<file path="src/rtl/itr_ctrl_pkg.sv">
// itr_ctrl_pkg: shared types and helpers for the interrupt controller.
//   itr_state_e    - sequencer states (idle, itr asserted, waiting for ack, holdoff gap)
//   stat_valid_bit - bit position of the "interrupt pending" flag in the status word
//   id_width       - width of the source-id field in the status word
package itr_ctrl_pkg;

    typedef enum logic [1:0] {
        StIdle,
        StAssert,
        StWaitAck,
        StHoldoff
    } itr_state_e;

    function automatic int unsigned stat_valid_bit(input int unsigned nubits);
        return nubits - 1;
    endfunction

    function automatic int unsigned id_width(input int unsigned nsrc);
        return (nsrc > 1) ? $clog2(nsrc) : 1;
    endfunction

endpackage

</file>
<file path="src/rtl/itr_prio_enc.sv">
// itr_prio_enc: combinational lowest-index-first priority encoder.
// Ports:
//   req  in  NSRC  request vector
//   any  out 1     at least one request set
//   sel  out IDW   index of the lowest set request (0 when none)
module itr_prio_enc #(
    parameter int unsigned NSRC = 4,
    parameter int unsigned IDW  = 2
) (
    input  logic [NSRC-1:0] req,
    output logic            any,
    output logic [IDW-1:0]  sel
);

    always_comb begin
        any = |req;
        sel = '0;
        // Scan downward so the lowest set index is written last.
        for (int i = NSRC - 1; i >= 0; i--) begin
            if (req[i]) begin
                sel = IDW'(i);
            end
        end
    end

endmodule

</file>
<file path="src/rtl/itr_ctrl.sv">
// itr_ctrl: sequences the core's single itr input from NSRC synchronous event sources.
// Rising edges latch into pending bits, a software mask gates them, itr is held high for
// ITRLEN cycles, the ISR acks by reading the status word, then HOLDOFF idle cycles follow.
// Optional feature: define ITR_LOST_CNT_EN to add a saturating lost-event counter readable
// (and cleared) at input address STAT_ADDR+1; otherwise that address reads 0.
// Ports:
//   clk       in  1       system clock
//   rst       in  1       synchronous reset, active low
//   src       in  NSRC    event sources
//   io_out    in  NUBITS  processor output data (mask writes)
//   addr_out  in  clog2(NUIOOU) processor output address
//   out_en    in  1       processor output strobe
//   addr_in   in  clog2(NUIOIN) processor input address
//   req_in    in  1       processor input request (read/ack strobe)
//   io_in     out NUBITS  read data, 0 when not addressed
//   itr       out 1       interrupt to the core
module itr_ctrl
    import itr_ctrl_pkg::*;
#(
    parameter int unsigned NUBITS    = 16,
    parameter int unsigned NSRC      = 4,
    parameter int unsigned NUIOIN    = 2,
    parameter int unsigned NUIOOU    = 2,
    parameter int unsigned STAT_ADDR = 0,
    parameter int unsigned MASK_ADDR = 0,
    parameter int unsigned ITRLEN    = 2,
    parameter int unsigned HOLDOFF   = 4
) (
    input  logic                      clk,
    input  logic                      rst,
    input  logic [NSRC-1:0]           src,
    input  logic [NUBITS-1:0]         io_out,
    input  logic [$clog2(NUIOOU)-1:0] addr_out,
    input  logic                      out_en,
    input  logic [$clog2(NUIOIN)-1:0] addr_in,
    input  logic                      req_in,
    output logic [NUBITS-1:0]         io_in,
    output logic                      itr
);

    localparam int unsigned IdW    = id_width(NSRC);
    localparam int unsigned VldBit = stat_valid_bit(NUBITS);
    localparam int unsigned AiW    = $clog2(NUIOIN);
    localparam int unsigned AoW    = $clog2(NUIOOU);
    localparam int unsigned CntMax = (ITRLEN > HOLDOFF) ? ITRLEN : HOLDOFF;
    localparam int unsigned CntW   = $clog2(CntMax + 1);

    localparam logic [AiW-1:0] StatAddr = AiW'(STAT_ADDR);
    localparam logic [AoW-1:0] MaskAddr = AoW'(MASK_ADDR);

    logic [NSRC-1:0]   src_q, pend_q, mask_q;
    logic [NSRC-1:0]   rise, act, clr, pend_d;
    logic              any;
    logic [IdW-1:0]    sel;
    logic              stat_hit;
    logic [NUBITS-1:0] stat_word;

    itr_state_e        state_q;
    logic [CntW-1:0]   cnt_q;
    logic              acked_q;
    logic              itr_q;

    itr_prio_enc #(
        .NSRC (NSRC),
        .IDW  (IdW)
    ) u_prio_enc (
        .req (act),
        .any (any),
        .sel (sel)
    );

    always_comb begin
        rise     = src & ~src_q;
        act      = pend_q & mask_q;
        stat_hit = req_in && (addr_in == StatAddr);
        clr      = '0;
        if (stat_hit && any) begin
            clr[sel] = 1'b1;
        end
        // A coincident rise wins over the ack clear.
        pend_d = (pend_q & ~clr) | rise;

        stat_word         = '0;
        stat_word[VldBit] = any;
        if (any) begin
            stat_word[IdW-1:0] = sel;
        end
    end

    always_ff @(posedge clk) begin
        if (!rst) begin
            src_q  <= '0;
            pend_q <= '0;
            mask_q <= '0;
        end else begin
            src_q  <= src;
            pend_q <= pend_d;
            if (out_en && (addr_out == MaskAddr)) begin
                mask_q <= io_out[NSRC-1:0];
            end
        end
    end

`ifdef ITR_LOST_CNT_EN
    localparam logic [AiW-1:0] LostAddr = AiW'(STAT_ADDR + 1);

    logic [NUBITS-1:0] lost_q;
    logic              lost_inc;
    logic              lost_rd;

    always_comb begin
        lost_inc = |(rise & pend_q & ~clr);
        lost_rd  = req_in && (addr_in == LostAddr);
    end

    always_ff @(posedge clk) begin
        if (!rst) begin
            lost_q <= '0;
        end else if (lost_rd) begin
            lost_q <= '0;
        end else if (lost_inc && (lost_q != '1)) begin
            lost_q <= lost_q + NUBITS'(1);
        end
    end

    always_comb begin
        io_in = '0;
        if (addr_in == StatAddr) begin
            io_in = stat_word;
        end else if (addr_in == LostAddr) begin
            io_in = lost_q;
        end
    end
`else
    always_comb begin
        io_in = '0;
        if (addr_in == StatAddr) begin
            io_in = stat_word;
        end
    end
`endif

    // Any status read is an ack for the sequencer, even when nothing is pending, so an ISR
    // that finds everything masked still releases the wait.
    always_ff @(posedge clk) begin
        if (!rst) begin
            state_q <= StIdle;
            cnt_q   <= '0;
            acked_q <= 1'b0;
            itr_q   <= 1'b0;
        end else begin
            unique case (state_q)
                StIdle: begin
                    if (any) begin
                        state_q <= StAssert;
                        cnt_q   <= CntW'(ITRLEN - 1);
                        acked_q <= 1'b0;
                        itr_q   <= 1'b1;
                    end
                end
                StAssert: begin
                    if (stat_hit) begin
                        acked_q <= 1'b1;
                    end
                    if (cnt_q == '0) begin
                        itr_q <= 1'b0;
                        if (acked_q || stat_hit) begin
                            if (HOLDOFF == 0) begin
                                state_q <= StIdle;
                            end else begin
                                state_q <= StHoldoff;
                                cnt_q   <= CntW'(HOLDOFF - 1);
                            end
                        end else begin
                            state_q <= StWaitAck;
                        end
                    end else begin
                        cnt_q <= cnt_q - CntW'(1);
                    end
                end
                StWaitAck: begin
                    if (stat_hit) begin
                        if (HOLDOFF == 0) begin
                            state_q <= StIdle;
                        end else begin
                            state_q <= StHoldoff;
                            cnt_q   <= CntW'(HOLDOFF - 1);
                        end
                    end
                end
                StHoldoff: begin
                    if (cnt_q == '0) begin
                        state_q <= StIdle;
                    end else begin
                        cnt_q <= cnt_q - CntW'(1);
                    end
                end
                default: begin
                    state_q <= StIdle;
                end
            endcase
        end
    end

    assign itr = itr_q;

endmodule

</file>
<file path="config.mk">
export PLATFORM = sky130hd
export DESIGN_NAME = itr_ctrl
export DESIGN_NICKNAME = d
export VERILOG_FILES = /design/src/rtl/itr_ctrl_pkg.sv /design/src/rtl/itr_prio_enc.sv /design/src/rtl/itr_ctrl.sv
export SDC_FILE = /design/constraint.sdc
export NUM_CORES = 1
export LEC_CHECK = 0
export ABC_AREA = 1
export CORE_MARGIN = 3
export CORE_UTILIZATION = 36
export CTS_CLUSTER_SIZE = 24
export DETAILED_ROUTE_END_ITERATION = 8
export PLACE_DENSITY_LB_ADDON = 0.15
export SLEW_MARGIN = 10
export SYNTH_ARGS = -nofsm -noshare
export SYNTH_HDL_FRONTEND = slang
export SYNTH_SLANG_ARGS = --single-unit
</file>
<file path="constraint.sdc">
create_clock -name clk -period 2.65 [get_ports clk]
set_clock_uncertainty 0.05 [all_clocks]
set_input_delay 0.53 -clock clk [delete_from_list [all_inputs] [get_ports clk]]
set_output_delay 0.53 -clock clk [all_outputs]
set_load 0.02 [all_outputs]
</file>
==> impl_metrics.csv, run 1 <==
group,metric,value,unit
status,status,"completed",
critical_path,required,2070,ps
yosys,yosysTopAreaCellShare,32.5,%
power,vdd.ir_drop.worst,0.403,mV
clock_network,cts_tree,"yes",
cells_and_area,layout_common_cells,"nand2_1, nor2_1, inv_1",
placement,io_buffer_count,17,
yosys,synth.avg_cell_area,7.30,um^2
yosys,synthTopCellsByArea,"dfxtp_1, buf_4, ha_1, nand2_1, nor2_1",
clock_network,clock_sinks,19,
critical_path,r2r_end,"state_q[0]",
yosys,synth_top_cell_by_area,"dfxtp_1",
global_route,met3_usage,3.78,%
min_path,worstHoldStart,"src_q[2]",
route,ant_nets,0,
clock_network,cts_setup_buffers,0,
yosys,ys_warn_count,0,
global_route,grt_start_max_net_pins,20,
route,drt_wl_total,2.08,mm
sta,post-route-min-period,2500,ps
route,vias,939,
critical_path,reg2reg_setup_slack,1120,ps
route,wl_per_cell,9.36,um
route,firstDrtPassIters,4,
min_path,hp-class,"reg2reg",
route,drc,0,
sta,fmax,400,MHz
floorplanning,fp-row-count,20,
critical_path,crit_arrival,1920,ps
sta,grt_setup_unrepaired,"false",
global_route,grt-busiest-layer,"met2",
global_route,met2_usage,21.1,%
min_path,holdPathEnd,"pend_q[2]",
sta,slew-limit-headroom,55.2,%
yosys,ys_ff_latch,19,
floorplanning,dieArea,0.00397,mm^2
cells_and_area,layout.nets,212,
sta,drv_slew,0,
cells_and_area,final_common_cell,"nand2_1",
cells_and_area,seq_area,380,um^2
placement,dp_hpwl,1.69,mm
sta,hold_slack,370,ps
clock_network,htreeDepth,1,
cells_and_area,fillers,336,
critical_path,cp-end-kind,"output pin",
floorplanning,pin_count,43,
clock_network,cts_buffer_depth,2,
clock_network,cts_buffers,3,
critical_path,r2r_cells,6,
clock_network,path_clk_slew,120,ps
clock_network,clk_latency,300,ps
critical_path,crit_fanout,3,
floorplanning,initial_utilization,38.0,%
yosys,netlist_instances,160,
floorplanning,die_h,63.0,um
critical_path,start_kind,"input pin",
sta,max_slew.worst_pin.slew,670,ps
global_route,grt_use_met1,12.6,%
min_path,hold_path_depth,1,
clock_network,cts_root_buf,"clkbuf_4",
cells_and_area,syn_to_final_growth,15.7,%
critical_path,setup.worst_path.class,"in2out",
global_route,grt_pass1_vias,906,
yosys,syn_area,0.00117,mm^2
cells_and_area,diodes,0,
sta,setup_violations,0,
job,drv_cap,0,
power,p_leak,0.000635,uW
global_route,antenna_found_initial,0,
cells_and_area,multi_input_area,634,um^2
clock_network,cts_hold_buf,0,
route,drtIter0Drc,34,
global_route,grt_overflow_total,0,
global_route,track_usage,11.3,%
clock_network,cts_resized,0,
global_route,grt_pass1_wl,3.64,mm
floorplanning,die_x,63.0,um
sta,finalSetupTns,0,ps
power,power_density,873,mW/mm^2
yosys,ys_seq_area_share,32.5,%
route,viasPerCell,4.23,
cells_and_area,drive_gt1_share,12.4,%
sta,hold_viol_final,0,
floorplanning,core_area,0.00308,mm^2
sta,period_share,94.4,%
critical_path,timing.rr.start,"state_q[1]",
placement,gp_congestion,0.841,
yosys,synth_cell_types,23,
-- sequential cells by signal, summed over array words and instances, names as in the netlist --
name / cells
mask_q: 4
pend_q: 4
src_q: 4
cnt_q: 3
state_q: 2
acked_q: 1
itr: 1
-- cells by family (layout without fill, tap and decap cells) --
| logic type | Yosys count | after routing | synth area share, % |
|---|---|---|---|
| AND/OR/NAND/NOR | 74 | 74 | 32.7 |
| flip-flops | 19 | 19 | 32.5 |
| other | 1 | 13 | 0.321 |
| AO/OA/AOI/OAI | 22 | 22 | 9.96 |
| adder cells (fa/ha/maj) | 7 | 7 | 7.49 |
| buffers and inverters | 37 | 43 | 17.0 |
-- cell usage after synthesis --
cell type   n
conb_1      1
dfxtp_1    19
nand4_1     1
nand3_2     1
inv_2       1
nand2_1    23
o211ai_1    2
nand3_1     9
nor2_1     22
ha_1        7
a21oi_1     8
o21ai_0    11
inv_1      21
nand3_4     1
nor2_4      1
buf_4      13
clkbuf_8    1
nor3_1      2
nand2_4     5
buf_2       1
nand2_2     6
nor2_2      3
o22ai_1     1
-- area by class of cell --
type	count	share of cell area, %
sequential	19	28.1
timing repair buffer	17	12.6
inverter	22	6.11
tap	44	4.07
clock buffer	3	1.67
multi-input combinational	116	46.9
clock inverter	1	0.555
-- critical path: stages --
cell and delay [ps]:
clkdlybuf4s50_1 460, inv_2 100, nand2_1 50, a21oi_1 140
clkdlybuf4s50_1 630
-- per-stage QoR --
stage          worst slack [ps]  total power, uW  util, %  cell area, um^2  cells
4_1_cts                     136             1200     43.9             1350    222
5_1_grt                    41.2             1300     43.9             1350    222
2_1_floorplan              1040              915        -             1210    172
3_3_place_gp                155             1020     43.0             1320    218
3_5_place_dp                154             1040     43.0             1320    218
6_report                    148             1180     43.9             1350    222
-- power by group --
group | internal [uW] | total, uW | switching, uW
clock | 57.4 | 157 | 99.3
sequential | 344 | 380 | 35.5
combinational | 245 | 644 | 399
total | 647 | 1180 | 534
-- worst max-delay path by stage --
stage | startpoint | end | slack [ps] | cells after the start
final | addr_in | io_in[0] | 150 | 5
after global routing | addr_in | io_in[0] | 40 | 5
after CTS | addr_in | io_in[0] | 140 | 5
after detailed placement | addr_in | io_in[0] | 150 | 5
after global placement | addr_in | io_in[0] | 150 | 5
after floorplan | addr_in | io_in[1] | 1040 | 1
-- metal layers --
| metal | vias to the layer above | part of all wire, % |
|---|---|---|
| met5 | - | 0 |
| li1 | 509 | - |
| met3 | 2 | 3.6 |
| met4 | 0 | 0.48 |
| met1 | 414 | 46 |
| met2 | 14 | 50 |
Note: power is estimated with default switching activity, not from simulation.
==> inputs of run 2 (changes only) <==
--- a/config.mk
+++ b/config.mk
@@ -7,10 +7,11 @@
 export LEC_CHECK = 0
 export ABC_AREA = 1
 export CORE_MARGIN = 3
-export CORE_UTILIZATION = 36
+export CORE_UTILIZATION = 47
 export CTS_CLUSTER_SIZE = 24
 export DETAILED_ROUTE_END_ITERATION = 8
 export PLACE_DENSITY_LB_ADDON = 0.15
+export SETUP_SLACK_MARGIN = 0.3
 export SLEW_MARGIN = 10
 export SYNTH_ARGS = -nofsm -noshare
 export SYNTH_HDL_FRONTEND = slang
==> run 2 against run 1 <==
Die area shrank 21%. Critical path depth is the same. Non-clock buffer count is the same. Combinational power is essentially flat. Hold slack gained 1.4 ps. Clock power shrank 6%. Worst setup slack gained 330 ps. Count of clock-buffer cells in the layout is the same. Register-to-register slack gained 30 ps. Final area shrank 1.7%. First-iteration DRC count shrank 62%. Global-route usage grew 2.8 points. Largest cell class unchanged. Largest power group unchanged.
==> impl_metrics.csv, run 2 (synthesis gave the netlist of run 1 again) <==
group,metric,value,unit
sta,slew-limit-headroom,57.1,%
cells_and_area,drive_gt1_share,12.4,%
floorplanning,fp-row-count,17,
floorplanning,pin_count,43,
sta,fmax,460,MHz
power,p_seq_share,32.5,%
power,p_leak,0.000665,uW
min_path,worstHoldStart,"src_q[2]",
power,clock_power_share,12.6,%
global_route,track_usage,14.1,%
power,power_density,878,mW/mm^2
route,drtIter0Drc,13,
floorplanning,die_x,55.9,um
power,power_switching,523,uW
floorplanning,die_h,55.9,um
clock_network,cts_buffer_depth,2,
critical_path,startpoint,"addr_in",
cells_and_area,layout_common_cells,"nand2_1, nor2_1, inv_1",
critical_path,crit_slowest_cell,"clkdlybuf4s50_1",
global_route,grt_pass1_vias,921,
placement,dp_hpwl,1.61,mm
critical_path,start_kind,"input pin",
placement,io_buffer_count,17,
clock_network,htreeDepth,1,
floorplanning,core_area,0.00228,mm^2
sta,post-route-min-period,2170,ps
route,wl_per_cell,9.80,um
critical_path,required,2070,ps
route,viasPerCell,4.69,
cells_and_area,fin_cells,206,
power,p_sw_share,44.8,%
route,firstDrtPassIters,4,
floorplanning,dieArea,0.00312,mm^2
critical_path,crit_path_cell_trace,"clkdlybuf4s50_1 -> inv_2 -> nand2_1 -> a21oi_1 -> dlygate4sd2_1",
critical_path,crit_path_max_incr_delay,460,ps
placement,placed_cell_area,0.00130,mm^2
critical_path,r2r_end,"state_q[0]",
route,vias,966,
power,vdd.ir_drop.worst,0.460,mV
job,drv_cap,0,
sta,grt_setup_unrepaired,"false",
clock_network,cts_hold_buf,0,
sta,hold_viol_final,0,
critical_path,timing.rr.start,"state_q[1]",
sta,setup_violations,0,
cells_and_area,final_common_cell,"nand2_1",
sta,finalSetupTns,0,ps
clock_network,path_clk_slew,110,ps
route,drc,0,
global_route,grt_start_max_net_pins,20,
route,drt_wl_total,2.02,mm
status,status,"completed",
sta,period_share,82.0,%
critical_path,crit_fanout,3,
global_route,antenna_found_initial,0,
critical_path,crit_arrival,1590,ps
power,power.internal,644,uW
cells_and_area,syn_to_final_growth,13.8,%
sta,hold_slack,372,ps
min_path,holdPathEnd,"pend_q[2]",
critical_path,path_buf_inv,3,
critical_path,r2r_cells,6,
cells_and_area,reg_top3,"mask_q (4), pend_q (4), src_q (4)",
placement,dp.cells,202,
critical_path,setup.worst_path.class,"in2out",
cells_and_area,design_area,0.00133,mm^2
cells_and_area,layout.nets,212,
sta,drv_slew,0,
placement,gp_congestion,0.742,
critical_path,reg2reg_setup_slack,1150,ps
critical_path,cp_top_family,"buffers and inverters",
min_path,hp-class,"reg2reg",
cells_and_area,diodes,0,
min_path,hold_path_depth,1,
route,ant_nets,0,
power,p_comb_share,54.9,%
global_route,grt_pass1_wl,3.57,mm
floorplanning,initial_utilization,51.3,%
clock_network,cts_tree,"yes",
clock_network,cts_root_buf,"clkbuf_4",
clock_network,cts_buffers,3,
clock_network,clk_latency,300,ps
critical_path,cp-end-kind,"output pin",
sta,max_slew.worst_pin.slew,641,ps
global_route,grt_overflow_total,0,
clock_network,clock_sinks,19,
==> run 2: worst max path at each step <==
stage | to | depth (start not counted)
floorplan | io_in[1] | 1
global placement | io_in[0] | 5
detailed placement | io_in[0] | 5
CTS | io_in[15] | 3
global route | io_in[0] | 5
finish | io_in[0] | 5
==> run 2: final cells by class <==
cell class              instances  area (um^2)
repair buffers                 17          170
well taps                      28         35.0
flip-flops and latches         19          380
multi-input cells             116          634
clock inverters                 1         5.00
clock buffers                   3         22.5
fillers                       226          946
inverters                      22         82.6
==> run 2: what timing repair did <==
item / CTS / global route
setup endpoints to repair: 2 / 1
resized for setup: 2 / 1
buffers inserted: 0 / 0
==> run 2: power by group through the flow <==
stage	combinational (uW)	sequential (uW)	clock [uW]
final	641	379	147
after global placement	628	386	0
after CTS	647	381	156
after global routing	737	388	166
after detailed placement	644	388	0
after floorplan	527	388	0
==> run 2: metrics by stage <==
step	setup WS (ps)	utilization (%)	total power, uW
after global routing	408	58.4	1290
after CTS	351	58.3	1180
after global placement	200	57.2	1010
after detailed placement	201	57.2	1030
after floorplan	1040	-	915
final	476	58.4	1170
==> run 2: layer usage <==
| metal | up-vias | routed length (um) | GRT usage, % | share of wire (%) |
|---|---|---|---|---|
| met5 | - | 0 | 0 | 0 |
| met4 | 0 | 29 | 5.76 | 1.4 |
| met3 | 4 | 132 | 5.10 | 6.5 |
| met2 | 34 | 983 | 24.3 | 49 |
| met1 | 419 | 872 | 15.5 | 43 |
| li1 | 509 | - | - | - |
==> inputs of run 3 (changes only) <==
--- a/config.mk
+++ b/config.mk
@@ -7,7 +7,7 @@
 export LEC_CHECK = 0
 export ABC_AREA = 1
 export CORE_MARGIN = 3
-export CORE_UTILIZATION = 47
+export CORE_UTILIZATION = 44
 export CTS_CLUSTER_SIZE = 24
 export DETAILED_ROUTE_END_ITERATION = 8
 export PLACE_DENSITY_LB_ADDON = 0.15
==> constraint.sdc (replaced) <==
create_clock -name clk -period 2.25 [get_ports clk]
set_clock_uncertainty 0.05 [all_clocks]
set_input_delay 0.45 -clock clk [delete_from_list [all_inputs] [get_ports clk]]
set_output_delay 0.45 -clock clk [all_outputs]
set_load 0.02 [all_outputs]
==> run 3 against run 2 <==
Largest power group unchanged. Total power increased by 19%. Sequential power increased by 18%. Sequential cell count unchanged. First-iteration DRC count increased by 31%. Final area increased by 0.38%. Critical path type unchanged. Clock power increased by 18%. Routed wire length increased by 7.4%. Cell count increased by 1.9%.
==> impl_metrics.csv, run 3 (synthesis gave the netlist of run 1 again) <==
group,metric,value,unit
status,status,"completed",
critical_path,start_kind,"input pin",
power,vdd.ir_drop.worst,0.584,mV
cells_and_area,design_area,0.00134,mm^2
power,p_seq_share,32.3,%
critical_path,startpoint,"addr_in",
critical_path,timing.rr.start,"state_q[1]",
cells_and_area,final_common_cell,"nand2_1",
global_route,track_usage,14.7,%
clock_network,cts_buffers,3,
critical_path,crit_arrival,1350,ps
power,power.internal,763,uW
sta,fmax,541,MHz
cells_and_area,reg_top3,"mask_q (4), pend_q (4), src_q (4)",
placement,post-place-ws,-23.8,ps
min_path,worstHoldStart,"src_q[0]",
power,clock_power_share,12.5,%
clock_network,cts_root_buf,"clkbuf_4",
cells_and_area,syn_to_final_growth,14.2,%
cells_and_area,layout.nets,214,
critical_path,reg2reg_setup_slack,720,ps
critical_path,cp-end-kind,"output pin",
cells_and_area,drive_gt1_share,13.9,%
power,power.total,1390,uW
power,power_density,1040,mW/mm^2
route,vias,973,
global_route,grt_overflow_total,0,
power,p_leak,0.000652,uW
critical_path,r2r_cells,6,
cells_and_area,fillers,261,
power,p_sw_share,44.9,%
min_path,holdPathEnd,"pend_q[0]",
clock_network,clk_latency,290,ps
floorplanning,dieArea,0.00331,mm^2
clock_network,cts_hold_buf,0,
critical_path,crit_fanout,3,
clock_network,clock_sinks,19,
critical_path,r2r_end,"state_q[0]",
critical_path,cp_top_family,"buffers and inverters",
placement,io_buffer_count,17,
power,p_comb_share,55.2,%
sta,post-route-min-period,1850,ps
min_path,hold_path_depth,1,
clock_network,htreeDepth,1,
clock_network,cts_tree,"yes",
route,firstDrtPassIters,4,
route,drc,0,
global_route,grt_pass1_vias,951,
route,wl_per_cell,10.3,um
min_path,hp-class,"reg2reg",
placement,dp.cells,206,
sta,finalSetupTns,0,ps
clock_network,cts_buffer_depth,2,
cells_and_area,diodes,0,
critical_path,required,1750,ps
floorplanning,core_area,0.00250,mm^2
route,drtIter0Drc,17,
floorplanning,pin_count,43,
critical_path,crit_slowest_cell,"clkdlybuf4s50_1",
placement,gp_congestion,0.834,
sta,setup_slack,403,ps
cells_and_area,fin_cells,210,
placement,dp_hpwl,1.72,mm
route,drt_wl_total,2.17,mm
critical_path,path_buf_inv,2,
clock_network,path_clk_slew,100,ps
route,ant_nets,0,
floorplanning,fp-row-count,18,
sta,grt_setup_unrepaired,"false",
sta,drv_slew,0,
sta,period_share,82.1,%
placement,placed_cell_area,0.00132,mm^2
job,drv_cap,0,
clock_network,cts_setup_buffers,0,
global_route,antenna_found_initial,0,
sta,hold_viol_final,0,
critical_path,crit_path_cell_trace,"clkdlybuf4s50_1 -> nor2_1 -> dlygate4sd2_1",
floorplanning,die_h,57.5,um
global_route,grt_pass1_wl,3.84,mm
route,viasPerCell,4.63,
sta,setup_violations,0,
critical_path,setup.worst_path.class,"in2out",
power,power_switching,622,uW
floorplanning,die_x,57.5,um
critical_path,crit_path_max_incr_delay,450,ps
cells_and_area,layout_common_cells,"nand2_1, nor2_1, inv_1",
global_route,grt_start_max_net_pins,20,
floorplanning,initial_utilization,46.7,%
run 3: layout make-up:
class	count	area (um^2)	area share [%]
clock buffers	4	26.3	1.97
repair buffers	19	174	13.0
inverters	22	82.6	6.19
multi-input cells	116	634	47.5
flip-flops and latches	19	380	28.5
well taps	30	37.5	2.81
run 3: per-stage QoR:
step	util (%)	hold WS, ps
after global routing	53.4	394
final	53.4	373
after CTS	53.8	375
after detailed placement	52.8	359
after global placement	52.8	354
after floorplan	-	349
run 3: power groups by stage:
stage	Clock (uW)	Sequential [uW]	Combinational [uW]
2_1_floorplan	0	457	620
3_3_place_gp	0	453	747
3_5_place_dp	0	457	770
4_1_cts	181	449	771
5_1_grt	195	457	887
6_report	173	448	764
run 3: worst max path at each step:
stage	to	depth (start not counted)
final	io_in[15]	3
after CTS	io_in[0]	5
after global routing	io_in[15]	5
after floorplan	io_in[1]	4
after global placement	io_in[0]	5
after detailed placement	io_in[0]	5
run 3: per-layer routing:
layer	up-vias	global-route usage, %	wire length, um	share of wire, %
li1	514	-	-	-
met1	432	17.6	950	44
met2	23	24.5	1090	50
met3	4	2.49	89	4.1
met4	0	8.28	40	1.8
met5	-	0	0	0
run 3: timing repair:
action                                  CTS  global route
gates cloned                              0             0
gates resized for setup                   4             4
endpoints found under the setup margin    3             2
